[src/rtl/pool_sequencer.sv]
// rtl/pool_sequencer.sv - drives one pooler across C channel maps, fetching pixels and writing pooled results.
// Optional stall/starve performance counter when POOL_SEQ_PERF_EN is defined.
module pool_sequencer #(
    parameter int M         = 12,
    parameter int P         = 3,
    parameter int N         = 16,
    parameter int CW        = 8,
    parameter int AW        = 16,
    parameter int DRAIN_MAX = 64
) (
    input  logic          clk,
    input  logic          master_rst,
    input  logic          start,
    input  logic [CW-1:0] num_ch,
    output logic          busy,
    output logic          done,
    output logic          err,
    output logic          rd_en,
    output logic [AW-1:0] rd_addr,
    input  logic [N-1:0]  rd_data,
    output logic          pool_rst_n,
    output logic          pool_ce,
    output logic [N-1:0]  pool_data,
    input  logic [N-1:0]  pool_dout,
    input  logic          pool_valid,
    input  logic          pool_end,
    output logic          wr_en,
    output logic [AW-1:0] wr_addr,
    output logic [N-1:0]  wr_data,
    input  logic          wr_ready
`ifdef POOL_SEQ_PERF_EN
    ,
    output logic [31:0]   stall_cnt
`endif
);

    localparam int MM = M * M;
    localparam int R  = (M / P) * (M / P);
    localparam int PW = $clog2(MM + 1);
    localparam int RW = $clog2(R + 1);
    localparam int DW = $clog2(DRAIN_MAX + 1);

    typedef enum logic [2:0] {
        S_IDLE,
        S_CLR,
        S_STREAM,
        S_DRAIN,
        S_NEXT,
        S_DONE
    } state_t;

    state_t        state, state_n;
    logic [CW-1:0] num_ch_q;
    logic [CW-1:0] ch;
    logic [PW-1:0] pix;
    logic [RW-1:0] res;
    logic [DW-1:0] drain;
    logic          rd_pend;
    logic [N-1:0]  stg;
    logic          stg_vld;
    logic          out_pend;
    logic [N-1:0]  out_data;
    logic [AW-1:0] rd_base;
    logic [AW-1:0] wr_base;
    logic          err_q;
    logic          prst_q;

    logic          stall;
    logic          consume;
    logic          capture;
    logic          wr_done;
    logic          ch_last;
    logic          drain_timeout;
    logic [CW:0]   ch_inc;
    logic          unused_inputs;

    assign unused_inputs = pool_end;

    assign stall         = out_pend && !wr_ready;
    assign consume       = (state == S_STREAM) && pool_ce;
    assign capture       = pool_valid && pool_ce;
    assign wr_done       = out_pend && wr_ready;
    assign ch_inc        = {1'b0, ch} + (CW + 1)'(1);
    assign ch_last       = ch_inc >= {1'b0, num_ch_q};
    assign drain_timeout = (state == S_DRAIN) && (res != RW'(R)) && (drain == DW'(DRAIN_MAX - 1));

    always_comb begin
        pool_ce   = 1'b0;
        pool_data = '0;
        rd_en     = 1'b0;
        case (state)
            S_STREAM: begin
                pool_ce   = stg_vld && !stall;
                pool_data = stg;
                // A fetch is only issued when its data is guaranteed a free staging slot.
                rd_en     = (pix < PW'(MM)) && !rd_pend && (!stg_vld || (stg_vld && !stall));
            end
            S_DRAIN: begin
                pool_ce = !stall;
            end
            default: begin
                pool_ce = 1'b0;
            end
        endcase
    end

    always_comb begin
        state_n = state;
        case (state)
            S_IDLE: begin
                if (start) begin
                    state_n = (num_ch == '0) ? S_DONE : S_CLR;
                end
            end
            S_CLR: begin
                state_n = S_STREAM;
            end
            S_STREAM: begin
                if ((pix == PW'(MM)) && !stg_vld && !rd_pend) begin
                    state_n = S_DRAIN;
                end
            end
            S_DRAIN: begin
                if ((res == RW'(R)) || (drain == DW'(DRAIN_MAX - 1))) begin
                    state_n = S_NEXT;
                end
            end
            S_NEXT: begin
                if (!out_pend) begin
                    state_n = ch_last ? S_DONE : S_CLR;
                end
            end
            S_DONE: begin
                state_n = S_IDLE;
            end
            default: begin
                state_n = S_IDLE;
            end
        endcase
    end

    always_ff @(posedge clk) begin
        if (!master_rst) begin
            state    <= S_IDLE;
            num_ch_q <= '0;
            ch       <= '0;
            pix      <= '0;
            res      <= '0;
            drain    <= '0;
            rd_pend  <= 1'b0;
            stg      <= '0;
            stg_vld  <= 1'b0;
            out_pend <= 1'b0;
            out_data <= '0;
            rd_base  <= '0;
            wr_base  <= '0;
            err_q    <= 1'b0;
            prst_q   <= 1'b0;
        end else begin
            state   <= state_n;
            prst_q  <= 1'b1;
            rd_pend <= rd_en;

            if (rd_en) begin
                pix <= pix + PW'(1);
            end

            if (rd_pend) begin
                stg     <= rd_data;
                stg_vld <= 1'b1;
            end else if (consume) begin
                stg_vld <= 1'b0;
            end

            // A same-cycle capture and write completion keeps the register full with new data.
            if (capture) begin
                out_data <= pool_dout;
                out_pend <= 1'b1;
            end else if (wr_done) begin
                out_pend <= 1'b0;
            end

            if (wr_done) begin
                res <= res + RW'(1);
            end

            if (state == S_DRAIN) begin
                drain <= drain + DW'(1);
            end

            if (drain_timeout) begin
                err_q <= 1'b1;
            end

            if ((state == S_IDLE) && start) begin
                num_ch_q <= num_ch;
                err_q    <= 1'b0;
                ch       <= '0;
                rd_base  <= '0;
                wr_base  <= '0;
            end

            if (state == S_CLR) begin
                pix   <= '0;
                res   <= '0;
                drain <= '0;
            end

            if ((state == S_NEXT) && !out_pend) begin
                ch      <= ch + CW'(1);
                rd_base <= rd_base + AW'(MM);
                wr_base <= wr_base + AW'(R);
            end
        end
    end

    assign busy       = (state == S_CLR) || (state == S_STREAM) || (state == S_DRAIN) || (state == S_NEXT);
    assign done       = (state == S_DONE);
    assign err        = err_q;
    assign rd_addr    = rd_base + AW'(pix);
    assign wr_addr    = wr_base + AW'(res);
    assign wr_en      = out_pend;
    assign wr_data    = out_data;
    assign pool_rst_n = prst_q && (state != S_CLR);

`ifdef POOL_SEQ_PERF_EN
    logic [31:0] stall_q;
    logic        starve;

    assign starve = (state == S_STREAM) && !stg_vld;

    always_ff @(posedge clk) begin
        if (!master_rst) begin
            stall_q <= '0;
        end else if ((state == S_IDLE) && start) begin
            stall_q <= '0;
        end else if (((state == S_STREAM) || (state == S_DRAIN)) && (stall || starve)) begin
            stall_q <= stall_q + 32'd1;
        end
    end

    assign stall_cnt = stall_q;
`endif

endmodule
[config.mk]
export PLATFORM = sky130hd
export DESIGN_NAME = pool_sequencer
export DESIGN_NICKNAME = d
export VERILOG_FILES = /design/src/rtl/pool_sequencer.sv
export SDC_FILE = /design/constraint.sdc
export NUM_CORES = 1
export LEC_CHECK = 0
export ABC_AREA = 0
export CAP_MARGIN = 25
export CORE_ASPECT_RATIO = 1.5
export CORE_UTILIZATION = 54
export DETAILED_ROUTE_END_ITERATION = 7
export PLACE_DENSITY = 0.92
export SYNTH_ARGS = -nofsm -noshare
export SYNTH_HDL_FRONTEND = slang
export SYNTH_SLANG_ARGS = --single-unit
[constraint.sdc]
create_clock -name clk -period 4.1 [get_ports clk]
set_input_delay 0.82 -clock clk [delete_from_list [all_inputs] [get_ports clk]]
set_output_delay 0.82 -clock clk [all_outputs]
set_load 0.02 [all_outputs]
==> reports/results.ini <==
[status]
outcome = completed

[power]
p_leak_nw = 2.602
vdd_ir_drop_max_mv = 0.2945
power.density_mw_per_mm2 = 400.5

[clock_network]
cts_root_buffer = clkbuf_16
ctsResizeCount = 0
path_clk_slew_ns = 0.07
cts_buffers = 9
clkLatencyLatePin_ns = 0.34
cts.sinks = 100
cts_hold_buf = 0
cts_tree = done
postCtsSetupBuffers = 0
cts.path.max_buffers = 2
h-tree-depth = 3

[place]
placed_cells = 800
portBuffers = 115
pre_cts_ws_ns = 0.6888
gp_congestion = 0.8773
hpwl_mm = 8.805

[sta]
slew_headroom = 0.3760
max_freq_ghz = 0.2839
rsz0062_at_grt = no
fin_skew_ns = 0.006172
slew_viol_final = 0
finalWorstSetupSlack_ns = 0.5776
setup_viol_count_final = 0
layout_min_cycle_time_ns = 3.522
fin_crit_sh = 0.8591
tightest_slew_ns = 0.9326
hold_violations = 0
holdWs_ns = 0.4602
fin_tns_setup_ns = 0

[global_route]
grt_pass1_vias = 4520
grt_overflow = 0
grt_max_degree = 37
grt_usage = 0.2556
grt_pass1_wl_mm = 19.80
antenna_found_initial = 0

[yosys]
synth_cell_types = 55
netlist_area_mm2 = 0.005100
synth_edf_count = 0
synth_nets = 675
synth_flop_cell = dfxtp_1
ys_seq_area_frac = 0.3925
yosysWarnings = 0
syn_avg_cell_area_um2 = 8.388
synthArstFlopShare = 0
syn_inst = 608
ys_ff_latch = 100

[finish]
syn_to_final_growth_pct = 29.12
stdcell_count = 817
final_common_cell = clkdlybuf4s50_1
drive_gt1_frac = 0.05106
layout.nets = 767
diodes = 0
mostFrequentLayoutCells = 115 x clkdlybuf4s50_1, 100 x dfxtp_1, 92 x nor2_1

[drt]
drt-pass1-iter-count = 4
routedWlPerCell_um = 14.83
routed_wirelength_mm = 12.12
vias = 4607
drc = 0
drtIter0Drc = 292
vias_per_cell = 5.639
ant_nets = 0

[worst_setup_path]
ff2ff_setup_slack_ns = 1.66
worstPathArrival_ns = 2.70
timing.critical_path.slowest_cell_delay_ns = 0.62
r2r-start = ch[0]
cpLargestDelayFamily = compound AO/OA/AOI/OAI gates
start_kind = flop
crit_fanout = 6
startpoint = pix[5]
cp-end-kind = output port
timing_worst_setup_path_type = flop to output port
critical_path_buf_inv_count = 1
crit_chain = ha_1, a21o_1, a21oi_1, o2bb2ai_1, nand4_1, xnor2_1, clkdlybuf4s50_1
required_ns = 3.28
slowest_stage = clkdlybuf4s50_1

[die]
ioPinCount = 117
start_util = 0.5543
die_y_um = 121.0
rows = 43
die-width_um = 81.35
core_area_mm2 = 0.009200
die_area_mm2 = 0.009845

[hold_path]
hp-start = num_ch_q[1]
hp-class = flop to flop

[flow_run]
drv_cap = 0

[worst reg2reg max path, cell delays in order, from the launching register on]
cell      delay [ns]
dfxtp_1         0.43
ha_1            0.29
and3_1          0.20
nand3_1         0.15
xnor2_1         0.21
ha_1            0.29
and4_1          0.16
a311oi_1        0.31
a21oi_1         0.11
o21a_1          0.19
[final timing paths]
| path | end | depth (start not counted) |
|---|---|---|
| setup / recovery | rd_addr[14] | 7 |
| hold / removal | num_ch_q[1] | 2 |
| setup reg to reg | state[2] | 9 |
| hold reg to reg | num_ch_q[1] | 2 |
[state kept, by name, summed over array words and instances, names as in the netlist]
signal,count
ch,8
drain,7
err,1
num_ch_q,8
pix,8
prst_q,1
rd_base,12
rd_pend,1
res,5
state,3
stg,16
stg_vld,1
wr_base,12
wr_data,16
wr_en,1
[cells by family (layout without fill, tap and decap cells)]
group           after synthesis  after routing  share of synthesized area
mux                          36             36                    0.07090
fa+ha+maj                    21             21                    0.05152
compound gates               95             95                     0.1107
flops                       100            100                     0.3925
xor+xnor                     45             45                    0.07728
simple gates                252            252                     0.2461
buf+inv                      59            156                    0.05103
[per-stage QoR]
step                utilization  power [mW]  instance area (um^2)
floorplan                     -       1.548                  5100
global placement         0.6786       1.744                  6243
detailed placement       0.6799       1.782                  6255
CTS                      0.7128       2.635                  6558
global route             0.7158       2.753                  6585
finish                   0.7158       2.638                  6585
[layer usage]
metal	vias up	GRT usage	part of all wire
met1	2187	0.2690	0.39
li1	2259	-	-
met3	21	0.06090	0.054
met2	140	0.4708	0.54
met5	-	0	0
met4	0	0.1004	0.018
[final cells by class]
type / count / area (um^2)
multi-input cells: 449 / 2838
fillers: 664 / 2615
flip-flops and latches: 100 / 2002
repair buffers: 124 / 1242
clock buffers: 10 / 239.0
well taps: 112 / 140.1
clock inverters: 6 / 63.81
inverters: 16 / 60.06
[synth_stat cells (3+ instances only)]
cell | count | area (um^2)
a41oi_1 | 3 | 26.28
inv_1 | 15 | 56.30
buf_4 | 4 | 30.03
nand3_1 | 27 | 135.1
nand4_1 | 8 | 50.05
nand3b_1 | 4 | 30.03
nor3_1 | 11 | 55.05
ha_1 | 21 | 262.8
o211ai_1 | 3 | 22.52
and2_1 | 22 | 137.6
a21o_1 | 4 | 30.03
nor3b_1 | 3 | 22.52
dfxtp_1 | 100 | 2002
or3_1 | 5 | 31.28
nand2_1 | 49 | 183.9
a21oi_1 | 44 | 220.2
xnor2_1 | 22 | 192.7
o21a_1 | 3 | 22.52
o21ai_0 | 19 | 95.09
a22oi_1 | 4 | 30.03
nand2b_1 | 3 | 18.77
clkbuf_1 | 34 | 127.6
xor2_1 | 23 | 201.4
nor2_1 | 92 | 345.3
and3_1 | 8 | 50.05
a31oi_1 | 5 | 31.28
mux2i_1 | 35 | 350.3
[power by group]
| group | switching (mW) | leakage, nW | total, mW | internal, mW |
|---|---|---|---|---|
| combinational | 0.371 | 1.65 | 0.667 | 0.296 |
| clock | 0.368 | 0.144 | 0.856 | 0.489 |
| sequential | 0.0787 | 0.808 | 1.11 | 1.04 |
| total | 0.817 | 2.60 | 2.64 | 1.82 |
No activity file was read; power rests on OpenSTA's default activity.
